**src/rtl/ring_scheduler_if.sv**
```systemverilog
// Request/grant bundle between the requesters and the ring scheduler.
// The master drives requests; the scheduler (slave) returns grant and status.
interface ring_scheduler_if #(
    parameter int N = 8
);
    logic [N-1:0]         req;
    logic [N-1:0]         grant;
    logic [$clog2(N)-1:0] owner;
    logic [N-1:0]         ptr;
    logic                 busy;
    logic                 timeout;

    modport master (
        output req,
        input  grant, owner, ptr, busy, timeout
    );

    modport slave (
        input  req,
        output grant, owner, ptr, busy, timeout
    );
endinterface

```
**src/rtl/ring_scheduler.sv**
```systemverilog
// Round-robin arbiter over N requesters with a bounded tenure and a one-cycle
// gap between grants. The ring pointer only advances when someone wins.
module ring_scheduler #(
    parameter int N        = 8,
    parameter int MAX_HOLD = 16
) (
    input  logic          clk,
    input  logic          init,
    ring_scheduler_if.slave bus
);
    localparam int IW = $clog2(N);
    localparam int HW = $clog2(MAX_HOLD + 1);

    typedef enum logic [1:0] {
        IDLE,
        GRANT,
        GAP
    } state_t;

    state_t          state_reg, state_next;
    logic [N-1:0]    grant_reg, grant_next;
    logic [IW-1:0]   owner_reg, owner_next;
    logic [N-1:0]    ptr_reg, ptr_next;
    logic [HW-1:0]   hold_reg, hold_next;
    logic            busy_reg, busy_next;
    logic            timeout_reg, timeout_next;

    logic [N-1:0]    at_or_above;
    logic [N-1:0]    masked_req;
    logic [N-1:0]    pick;
    logic [N-1:0]    win_oh;
    logic [N-1:0]    win_rot;
    logic [IW-1:0]   win_idx;

    // Requests at or above the pointer get first pick; otherwise wrap to bit 0.
    generate
        for (genvar gi = 0; gi < N; gi++) begin : g_thermo
            assign at_or_above[gi] = |ptr_reg[gi:0];
        end
    endgenerate

    assign masked_req = bus.req & at_or_above;
    assign pick       = (|masked_req) ? masked_req : bus.req;
    assign win_oh     = pick & (~pick + N'(1));
    assign win_rot    = {win_oh[N-2:0], win_oh[N-1]};

    always_comb begin
        win_idx = '0;
        for (int i = N - 1; i >= 0; i--) begin
            if (pick[i]) begin
                win_idx = IW'(i);
            end
        end
    end

    always_comb begin
        state_next   = state_reg;
        grant_next   = grant_reg;
        owner_next   = owner_reg;
        ptr_next     = ptr_reg;
        hold_next    = hold_reg;
        timeout_next = timeout_reg;
        case (state_reg)
            IDLE: begin
                if (|bus.req) begin
                    state_next   = GRANT;
                    grant_next   = win_oh;
                    owner_next   = win_idx;
                    hold_next    = '0;
                    ptr_next     = win_rot;
                    timeout_next = 1'b0;
                end
            end
            GRANT: begin
                hold_next = hold_reg + HW'(1);
                // A voluntary release takes precedence over the hold limit.
                if (!bus.req[owner_reg]) begin
                    state_next   = GAP;
                    grant_next   = '0;
                    owner_next   = '0;
                    timeout_next = 1'b0;
                end else if (hold_reg == HW'(MAX_HOLD - 1)) begin
                    state_next   = GAP;
                    grant_next   = '0;
                    owner_next   = '0;
                    timeout_next = 1'b1;
                end
            end
            GAP: begin
                state_next   = IDLE;
                timeout_next = 1'b0;
            end
            default: begin
                state_next   = IDLE;
                grant_next   = '0;
                owner_next   = '0;
                timeout_next = 1'b0;
            end
        endcase
        busy_next = (state_next != IDLE);
    end

    always_ff @(posedge clk or posedge init) begin
        if (init) begin
            state_reg   <= IDLE;
            grant_reg   <= '0;
            owner_reg   <= '0;
            ptr_reg     <= N'(1);
            hold_reg    <= '0;
            busy_reg    <= 1'b0;
            timeout_reg <= 1'b0;
        end else begin
            state_reg   <= state_next;
            grant_reg   <= grant_next;
            owner_reg   <= owner_next;
            ptr_reg     <= ptr_next;
            hold_reg    <= hold_next;
            busy_reg    <= busy_next;
            timeout_reg <= timeout_next;
        end
    end

    assign bus.grant   = grant_reg;
    assign bus.owner   = owner_reg;
    assign bus.ptr     = ptr_reg;
    assign bus.busy    = busy_reg;
    assign bus.timeout = timeout_reg;
endmodule

```
**src/flat_wrapper.sv**
```systemverilog
// flat-port wrapper written by rule: the top's interface ports become plain ports
module ring_scheduler_flat 
#(
    parameter int N        = 8,
    parameter int MAX_HOLD = 16
)
  (clk, init, bus_req, bus_grant, bus_owner, bus_ptr, bus_busy, bus_timeout);
  ring_scheduler_if #(.N(N)) bus_i ();
  input  logic clk;
  input  logic init;
  input wire logic [$bits(bus_i.req)-1:0] bus_req;
  output wire logic [$bits(bus_i.grant)-1:0] bus_grant;
  output wire logic [$bits(bus_i.owner)-1:0] bus_owner;
  output wire logic [$bits(bus_i.ptr)-1:0] bus_ptr;
  output wire logic [$bits(bus_i.busy)-1:0] bus_busy;
  output wire logic [$bits(bus_i.timeout)-1:0] bus_timeout;
  assign bus_i.req = bus_req;
  assign bus_grant = bus_i.grant;
  assign bus_owner = bus_i.owner;
  assign bus_ptr = bus_i.ptr;
  assign bus_busy = bus_i.busy;
  assign bus_timeout = bus_i.timeout;
  ring_scheduler #(.N(N), .MAX_HOLD(MAX_HOLD)) u_core (.clk(clk), .init(init), .bus(bus_i));
endmodule
```
**config.mk**
```make
export PLATFORM = sky130hd
export DESIGN_NAME = ring_scheduler_flat
export DESIGN_NICKNAME = d
export VERILOG_FILES = /design/src/rtl/ring_scheduler_if.sv /design/src/rtl/ring_scheduler.sv /design/src/flat_wrapper.sv
export SDC_FILE = /design/constraint.sdc
export NUM_CORES = 1
export LEC_CHECK = 0
export ABC_AREA = 1
export ABC_CLOCK_PERIOD_IN_PS = 3500
export BUFFER_PORTS_ARGS = -buffer_cell sky130_fd_sc_hd__buf_4
export CELL_PAD_IN_SITES_DETAIL_PLACEMENT = 1
export CELL_PAD_IN_SITES_GLOBAL_PLACEMENT = 1
export CORE_MARGIN = 2
export CORE_UTILIZATION = 42
export CTS_CLUSTER_DIAMETER = 80
export DETAILED_ROUTE_END_ITERATION = 10
export PLACE_DENSITY = 0.93
export SLEW_MARGIN = 40
export SYNTH_ARGS = -nofsm -noshare
export SYNTH_HDL_FRONTEND = slang
export SYNTH_SLANG_ARGS = --single-unit
export TNS_END_PERCENT = 5
```
**constraint.sdc**
```tcl
create_clock -name clk -period 3.5 [get_ports clk]
set_clock_uncertainty 0.05 [all_clocks]
set_input_delay 0.7 -clock clk [delete_from_list [all_inputs] [get_ports clk]]
set_output_delay 0.7 -clock clk [all_outputs]
set_load 0.02 [all_outputs]
```
After elaboration in Yosys (flattened, before gate mapping)
Index checks and enable logic that the tools add are counted.
{ "word_totals": {"inputBits": 10, "out_inout_bits": 21, "reg_bits": 28, "word_cells": 64} }
{ "classes": {"add_sub_neg": 2, "bitwise_logic": 4, "n_eq_ne": 5, "mux": 29, "magnitude_cmp": 1, "n_reduce_logical": 16} }
{ "ops": {"columns": ["op", "n"], "rows": [
  ["2-to-1 mux 3 bit", 11],
  ["2-to-1 mux 8 bit", 4],
  ["case mux 8 bit (3 select lines)", 1],
  ["OR reduction 8 bit", 3],
  ["bitwise AND 8 bit", 2],
  ["case mux 5 bit (2 select lines)", 1],
  ["case mux 3 bit (3 select lines)", 1],
  ["adder 8 x 1 -> 8 bit (second input constant)", 1],
  ["NOT 8 bit", 1],
  ["OR reduction 7 bit", 1],
  ["2-to-1 mux 2 bit", 3],
  ["AND reduction 2 bit", 3],
  ["OR reduction 6 bit", 1],
  ["adder 5 x 1 -> 5 bit (second input constant)", 1],
  ["equality test 5 x 4 -> 1 bit (second input constant)", 1],
  ["2-to-1 mux 5 bit", 1],
  ["OR reduction 5 bit", 1],
  ["less-than comparator 3 x 4 -> 1 bit (second input constant)", 1],
  ["2-to-1 mux 1 bit", 4],
  ["case mux 2 bit (2 select lines)", 1],
  ["nonzero test 2 bit", 2],
  ["OR reduction 4 bit", 1],
  ["binary-select mux 1 bit (select 3 bit)", 1],
  ["inequality test 3 bit (second input constant)", 1],
  ["other kinds (9)", 9]
]} }

Longest topological paths before layout
{ "depth": {"word_depth": 14, "ltp_mapped": 13} }

Worst setup path after synthesis
Ideal clock, no wire load.
{ "synth_path": {"path_kind": "input -> register", "from": "input port bus_req[1]", "to": "register u_core.owner_reg[0] (netlist: u_core.bus.owner[0])", "t_arrival_ns": 1.638, "setup_ns": 0.117, "cell_stages": 12, "slack_ns": 1.695, "required_time_ns": 3.333, "n_path_buf": 0, "cell_sequence": "inv_1 -> nand2_1 -> o21ai_0 -> nand3_2 -> nor2_4 -> nand3_1 -> nand2_1 -> nor2_1 -> nand2_1 -> nand2_1 -> nand2_1 -> nand2_1"} }
{ "synth_via": {"elab_chain_cells": 13, "elab_cells_between_ends": 20} }
{ "synth_rtl": {"columns": ["element", "line_no", "rtl"], "rows": [
  ["start: declaration", "flat_wrapper.sv:11", "input wire logic [$bits(bus_i.req)-1:0] bus_req;"],
  ["bitwise AND 8 bit", "ring_scheduler.sv:42", "assign masked_req = bus.req & at_or_above;"],
  ["OR reduction 8 bit", "ring_scheduler.sv:43", "assign pick = (|masked_req) ? masked_req : bus.req;"],
  ["2-to-1 mux 8 bit", "ring_scheduler.sv:43", null],
  ["2-to-1 mux 3 bit (8 in a row)", "ring_scheduler.sv:50", "if (pick[i]) begin"],
  ["2-to-1 mux 3 bit", "ring_scheduler.sv:65", "if (|bus.req) begin"],
  ["case mux 3 bit (3 select lines)", "ring_scheduler.sv:63", "case (state_reg)"],
  ["end signal: assignment", "ring_scheduler.sv:115", "owner_reg <= owner_next;"],
  ["end: declaration", "ring_scheduler.sv:22", "logic [IW-1:0] owner_reg, owner_next;"]
]} }
Parallel ways exist; a longest one is shown, timed or not. The select of a mux whose other input is x is not followed.
A chain may end at the register's enable or synchronous reset.

Worst setup path in the final report
{ "layout_path": {"from": "register u_core.hold_reg[0]", "to": "register u_core.owner_reg[1] (netlist: u_core.bus.owner[1])"} }
{ "layout_via": {"elab_chain_cells": 3} }
{ "layout_rtl": {"columns": ["element", "line_no", "rtl"], "rows": [
  ["start: declaration", "ring_scheduler.sv:24", "logic [HW-1:0] hold_reg, hold_next;"],
  ["start signal: assignment", "ring_scheduler.sv:117", "hold_reg <= hold_next;"],
  ["equality test 5 x 4 -> 1 bit", "ring_scheduler.sv:82", "end else if (hold_reg == HW'(MAX_HOLD - 1)) begin"],
  ["inequality test 3 bit (no line)", null, null],
  ["AND reduction 3 bit (no line)", null, null]
]} }
Every way passes these cells.

==> flow_results.xml <==
<?xml version="1.0" encoding="UTF-8"?>
<metrics>
  <group name="clock_network">
    <metric name="clk_root_buffer_cell" unit="">sky130_fd_sc_hd__clkbuf_4</metric>
    <metric name="cts-resized-gates" unit="">0</metric>
    <metric name="cts.clk_slew.worst_paths" unit="ns">0.14</metric>
    <metric name="cts-buffers-inserted" unit="">3</metric>
    <metric name="cts_post_setup_buffers_inserted" unit="">0</metric>
    <metric name="clock_tree.buffer_depth" unit="">2</metric>
    <metric name="clock-sinks" unit="">28</metric>
    <metric name="cts_max_level" unit="">1</metric>
    <metric name="count_of_hold_fix_buffers_inserted_at_cts" unit="">0</metric>
    <metric name="clock_latency_of_the_later_clocked_register_in_the_worst_skew_pair" unit="ns">0.33</metric>
    <metric name="cts_tree" unit="">done</metric>
  </group>
  <group name="detailed_routing">
    <metric name="post_drt_via_cell_ratio" unit="">5.17</metric>
    <metric name="route.antenna.remaining_nets" unit="">0</metric>
    <metric name="drt_iter0_markers" unit="">23</metric>
    <metric name="detailedRoute.firstPassIterationCount" unit="">4</metric>
    <metric name="drc" unit="">0</metric>
    <metric name="wirelength" unit="µm">3990</metric>
    <metric name="total_via_count_in_the_routed_design" unit="">1426</metric>
    <metric name="routedWlPerCell" unit="µm">14.4</metric>
  </group>
  <group name="die">
    <metric name="ioPinCount" unit="">31</metric>
    <metric name="die_width" unit="µm">64.0</metric>
    <metric name="core_footprint" unit="mm²">0.00339</metric>
    <metric name="initial_utilization" unit="%">44.6</metric>
    <metric name="dieHeight" unit="µm">64.0</metric>
    <metric name="rows" unit="">21</metric>
    <metric name="die-area" unit="mm²">0.00409</metric>
  </group>
  <group name="worst_setup_path">
    <metric name="worst-setup-path-type" unit="">register to register</metric>
    <metric name="worst_path_dominant_cell_family" unit="">simple AND/OR/NAND/NOR gates</metric>
    <metric name="timing.critical_path.cells" unit="">ha_1 &gt; nand2_1 &gt; nor2_1 &gt; ha_1 &gt; nor2_1 &gt; nand2_1 &gt; nand3_1 &gt; nand2_1 &gt; nand3_1</metric>
    <metric name="end_kind" unit="">register</metric>
    <metric name="cp_max_fo" unit="">11</metric>
    <metric name="cp_slowest_cell" unit="">sky130_fd_sc_hd__dfrtp_1</metric>
    <metric name="cp_data_required_time" unit="ns">3.73</metric>
    <metric name="crit_top_cell" unit="">sky130_fd_sc_hd__nand2_1</metric>
    <metric name="cp.arrival" unit="ns">2.26</metric>
    <metric name="critical_path_start_type" unit="">register</metric>
    <metric name="critPathBufInv" unit="">0</metric>
    <metric name="cp_slowest_stage_delay" unit="ns">0.44</metric>
  </group>
  <group name="synthesis">
    <metric name="post_synth.cell_area_avg" unit="µm²">7.67</metric>
    <metric name="netlist.top_cell.by_area" unit="">sky130_fd_sc_hd__dfrtp_1</metric>
    <metric name="yosys_register_bits" unit="">28</metric>
    <metric name="synth_ff_type" unit="">sky130_fd_sc_hd__dfrtp_1</metric>
    <metric name="synth.cell_area" unit="mm²">0.00151</metric>
    <metric name="dominant_cell_by_count_in_the_synthesized_netlist" unit="">sky130_fd_sc_hd__nand2_1</metric>
    <metric name="synth_edf_count" unit="">0</metric>
    <metric name="synth.area.top_cells" unit="">sky130_fd_sc_hd__dfrtp_1 45%, sky130_fd_sc_hd__nand2_1 17%, sky130_fd_sc_hd__nand3_1 6.6%</metric>
    <metric name="netlist-cell-type-count" unit="">25</metric>
    <metric name="seq_area_frac_synth" unit="%">46.4</metric>
    <metric name="synth-async-reset-ratio" unit="%">100</metric>
    <metric name="synth_top_area_share" unit="%">44.7</metric>
    <metric name="mappedNetlistNets" unit="">209</metric>
    <metric name="synthesis.yosys.warnings" unit="">0</metric>
    <metric name="synth.cells.most_frequent" unit="">69 x sky130_fd_sc_hd__nand2_1, 27 x sky130_fd_sc_hd__dfrtp_1, 21 x sky130_fd_sc_hd__nor2_1, 20 x sky130_fd_sc_hd__nand3_1, 18 x sky130_fd_sc_hd__inv_1</metric>
    <metric name="synthesis.instances" unit="">197</metric>
  </group>
  <group name="sta">
    <metric name="post-route-min-period" unit="ns">2.03</metric>
    <metric name="slew_violations" unit="">0</metric>
    <metric name="timing.setup.tns" unit="ns">0</metric>
    <metric name="whs" unit="ns">0.363</metric>
    <metric name="post-route-period-util" unit="%">58.0</metric>
    <metric name="timing_hold_violations_final" unit="">0</metric>
    <metric name="final-setup-viol-count" unit="">0</metric>
    <metric name="worst_slew_pin_tran" unit="ns">0.591</metric>
    <metric name="slew_margin_rel" unit="%">60.5</metric>
    <metric name="max_clock_freq" unit="GHz">0.493</metric>
    <metric name="least_setup_slack_across_all_paths_after_layout" unit="ns">1.47</metric>
    <metric name="rsz_0062_raised_after_global_routing" unit="">no</metric>
  </group>
  <group name="power">
    <metric name="comb_power_share" unit="%">57.8</metric>
    <metric name="power_report.internal_total" unit="W">0.000789</metric>
    <metric name="sw_power" unit="W">0.000813</metric>
    <metric name="power.density" unit="mW/mm²">884</metric>
    <metric name="worst_vdd_ir" unit="mV">0.436</metric>
    <metric name="switching_share" unit="%">50.7</metric>
    <metric name="leakage" unit="nW">0.997</metric>
    <metric name="clk_network_pwr_share" unit="%">8.7</metric>
    <metric name="seq_power_share" unit="%">33.5</metric>
  </group>
  <group name="global_route">
    <metric name="via_count_of_the_first_global_routing_pass" unit="">1524</metric>
    <metric name="grt_antenna_before_repair" unit="">0</metric>
    <metric name="grt_use_total" unit="%">21.8</metric>
    <metric name="grt_pass1_wl" unit="µm">6910</metric>
    <metric name="overflow" unit="">0</metric>
    <metric name="largest_net_degree_at_the_start_of_global_routing" unit="">29</metric>
  </group>
  <group name="placement">
    <metric name="numPortBuffers" unit="">30</metric>
    <metric name="dpl_cell_area" unit="mm²">0.00179</metric>
    <metric name="dpl_worst_slack" unit="ns">1.14</metric>
    <metric name="dpl.hpwl" unit="µm">3240</metric>
    <metric name="gp_congestion" unit="">0.884</metric>
  </group>
  <group name="cells_and_area">
    <metric name="post-route-cell-area" unit="mm²">0.00181</metric>
    <metric name="area_overhead_vs_synth" unit="%">20.0</metric>
    <metric name="post_route_cells_drive_above_1_share" unit="%">22.2</metric>
    <metric name="nets" unit="">243</metric>
    <metric name="insertedDiodeCount" unit="">0</metric>
  </group>
  <group name="min_path">
    <metric name="min_path_type" unit="">primary input to async pin</metric>
  </group>
  <group name="status">
    <metric name="run_status" unit="">complete, no violations</metric>
  </group>
  <group name="flow_run">
    <metric name="max_capacitance_violation_count" unit="">0</metric>
  </group>
</metrics>
cells by family after synthesis:
kind of cell             Yosys count  synth area share (%)
AO/OA/AOI/OAI                     20                  9.02
adder cells (fa/ha/maj)            2                  1.66
AND/OR/NAND/NOR                  126                  37.1
flip-flops                        28                  46.4
buffers and inverters             20                  5.21
XOR/XNOR                           1                 0.580
through the flow:
stage,power (W),instances,utilization (%)
4_1_cts,0.00163,276,53.5
6_report,0.00160,276,53.5
3_3_place_gp,0.00144,272,52.7
2_1_floorplan,0.00116,197,-
5_1_grt,0.00175,276,53.5
3_5_place_dp,0.00148,272,52.7
layout make-up:
class / instances / area (µm²)
clock buffers: 4 / 26.3
multi-input cells: 149 / 731
inverters: 19 / 71.3
flip-flops and latches: 28 / 702
repair buffers: 30 / 225
well taps: 46 / 57.6
fillers: 447 / 1580
final timing paths:
path | startpoint | end | slack (ns) | cells after the start
worst max-delay path | u_core.hold_reg[0]$_DFFE_PP0P_ | u_core.bus.owner[1]$_DFFE_PP0P_ | 1.47 | 9
worst min-delay path | init | u_core.bus.grant[3]$_DFFE_PP0P_ | 0.36 | 2
worst max register to register | u_core.hold_reg[0]$_DFFE_PP0P_ | u_core.bus.owner[1]$_DFFE_PP0P_ | 1.47 | 9
worst min register to register | u_core.bus.grant[1]$_DFFE_PP0P_ | u_core.bus.grant[1]$_DFFE_PP0P_ | 0.45 | 2
max in group asynchronous | init | u_core.bus.timeout$_DFFE_PP0P_ | 2.66 | 2
min in group clk | u_core.bus.grant[1]$_DFFE_PP0P_ | u_core.bus.grant[1]$_DFFE_PP0P_ | 0.45 | 2
layer usage:
layer / share of wire [%] / track usage [%]
met3: 3.4 / 2.99
met2: 52 / 40.1
met5: 0 / 0
met1: 43 / 25.3
met4: 1.9 / 8.15
power groups by stage:
stage	Sequential (W)	Clock (W)	Combinational (W)
floorplan	0.000621	0	0.000543
global placement	0.000539	0	0.000898
detailed placement	0.000546	0	0.000937
CTS	0.000538	0.000145	0.000944
global route	0.000554	0.000160	0.00104
finish	0.000536	0.000140	0.000926
placed cells by master (no fill, tap or decap), types with 2 or more instances in the layout:
master	count
sky130_fd_sc_hd__nand2_1	69
sky130_fd_sc_hd__buf_4	30
sky130_fd_sc_hd__dfrtp_1	27
sky130_fd_sc_hd__nor2_1	21
sky130_fd_sc_hd__nand3_1	20
sky130_fd_sc_hd__inv_1	17
sky130_fd_sc_hd__o21ai_0	5
sky130_fd_sc_hd__a21oi_1	5
sky130_fd_sc_hd__nand2_2	4
sky130_fd_sc_hd__o21ai_2	4
sky130_fd_sc_hd__nor2_4	3
sky130_fd_sc_hd__nand4_1	3
sky130_fd_sc_hd__clkbuf_4	3
sky130_fd_sc_hd__o22ai_1	2
sky130_fd_sc_hd__nand3_2	2
sky130_fd_sc_hd__inv_2	2
sky130_fd_sc_hd__a21o_1	2
sky130_fd_sc_hd__ha_1	2
Power figures use the tool's default switching activity.
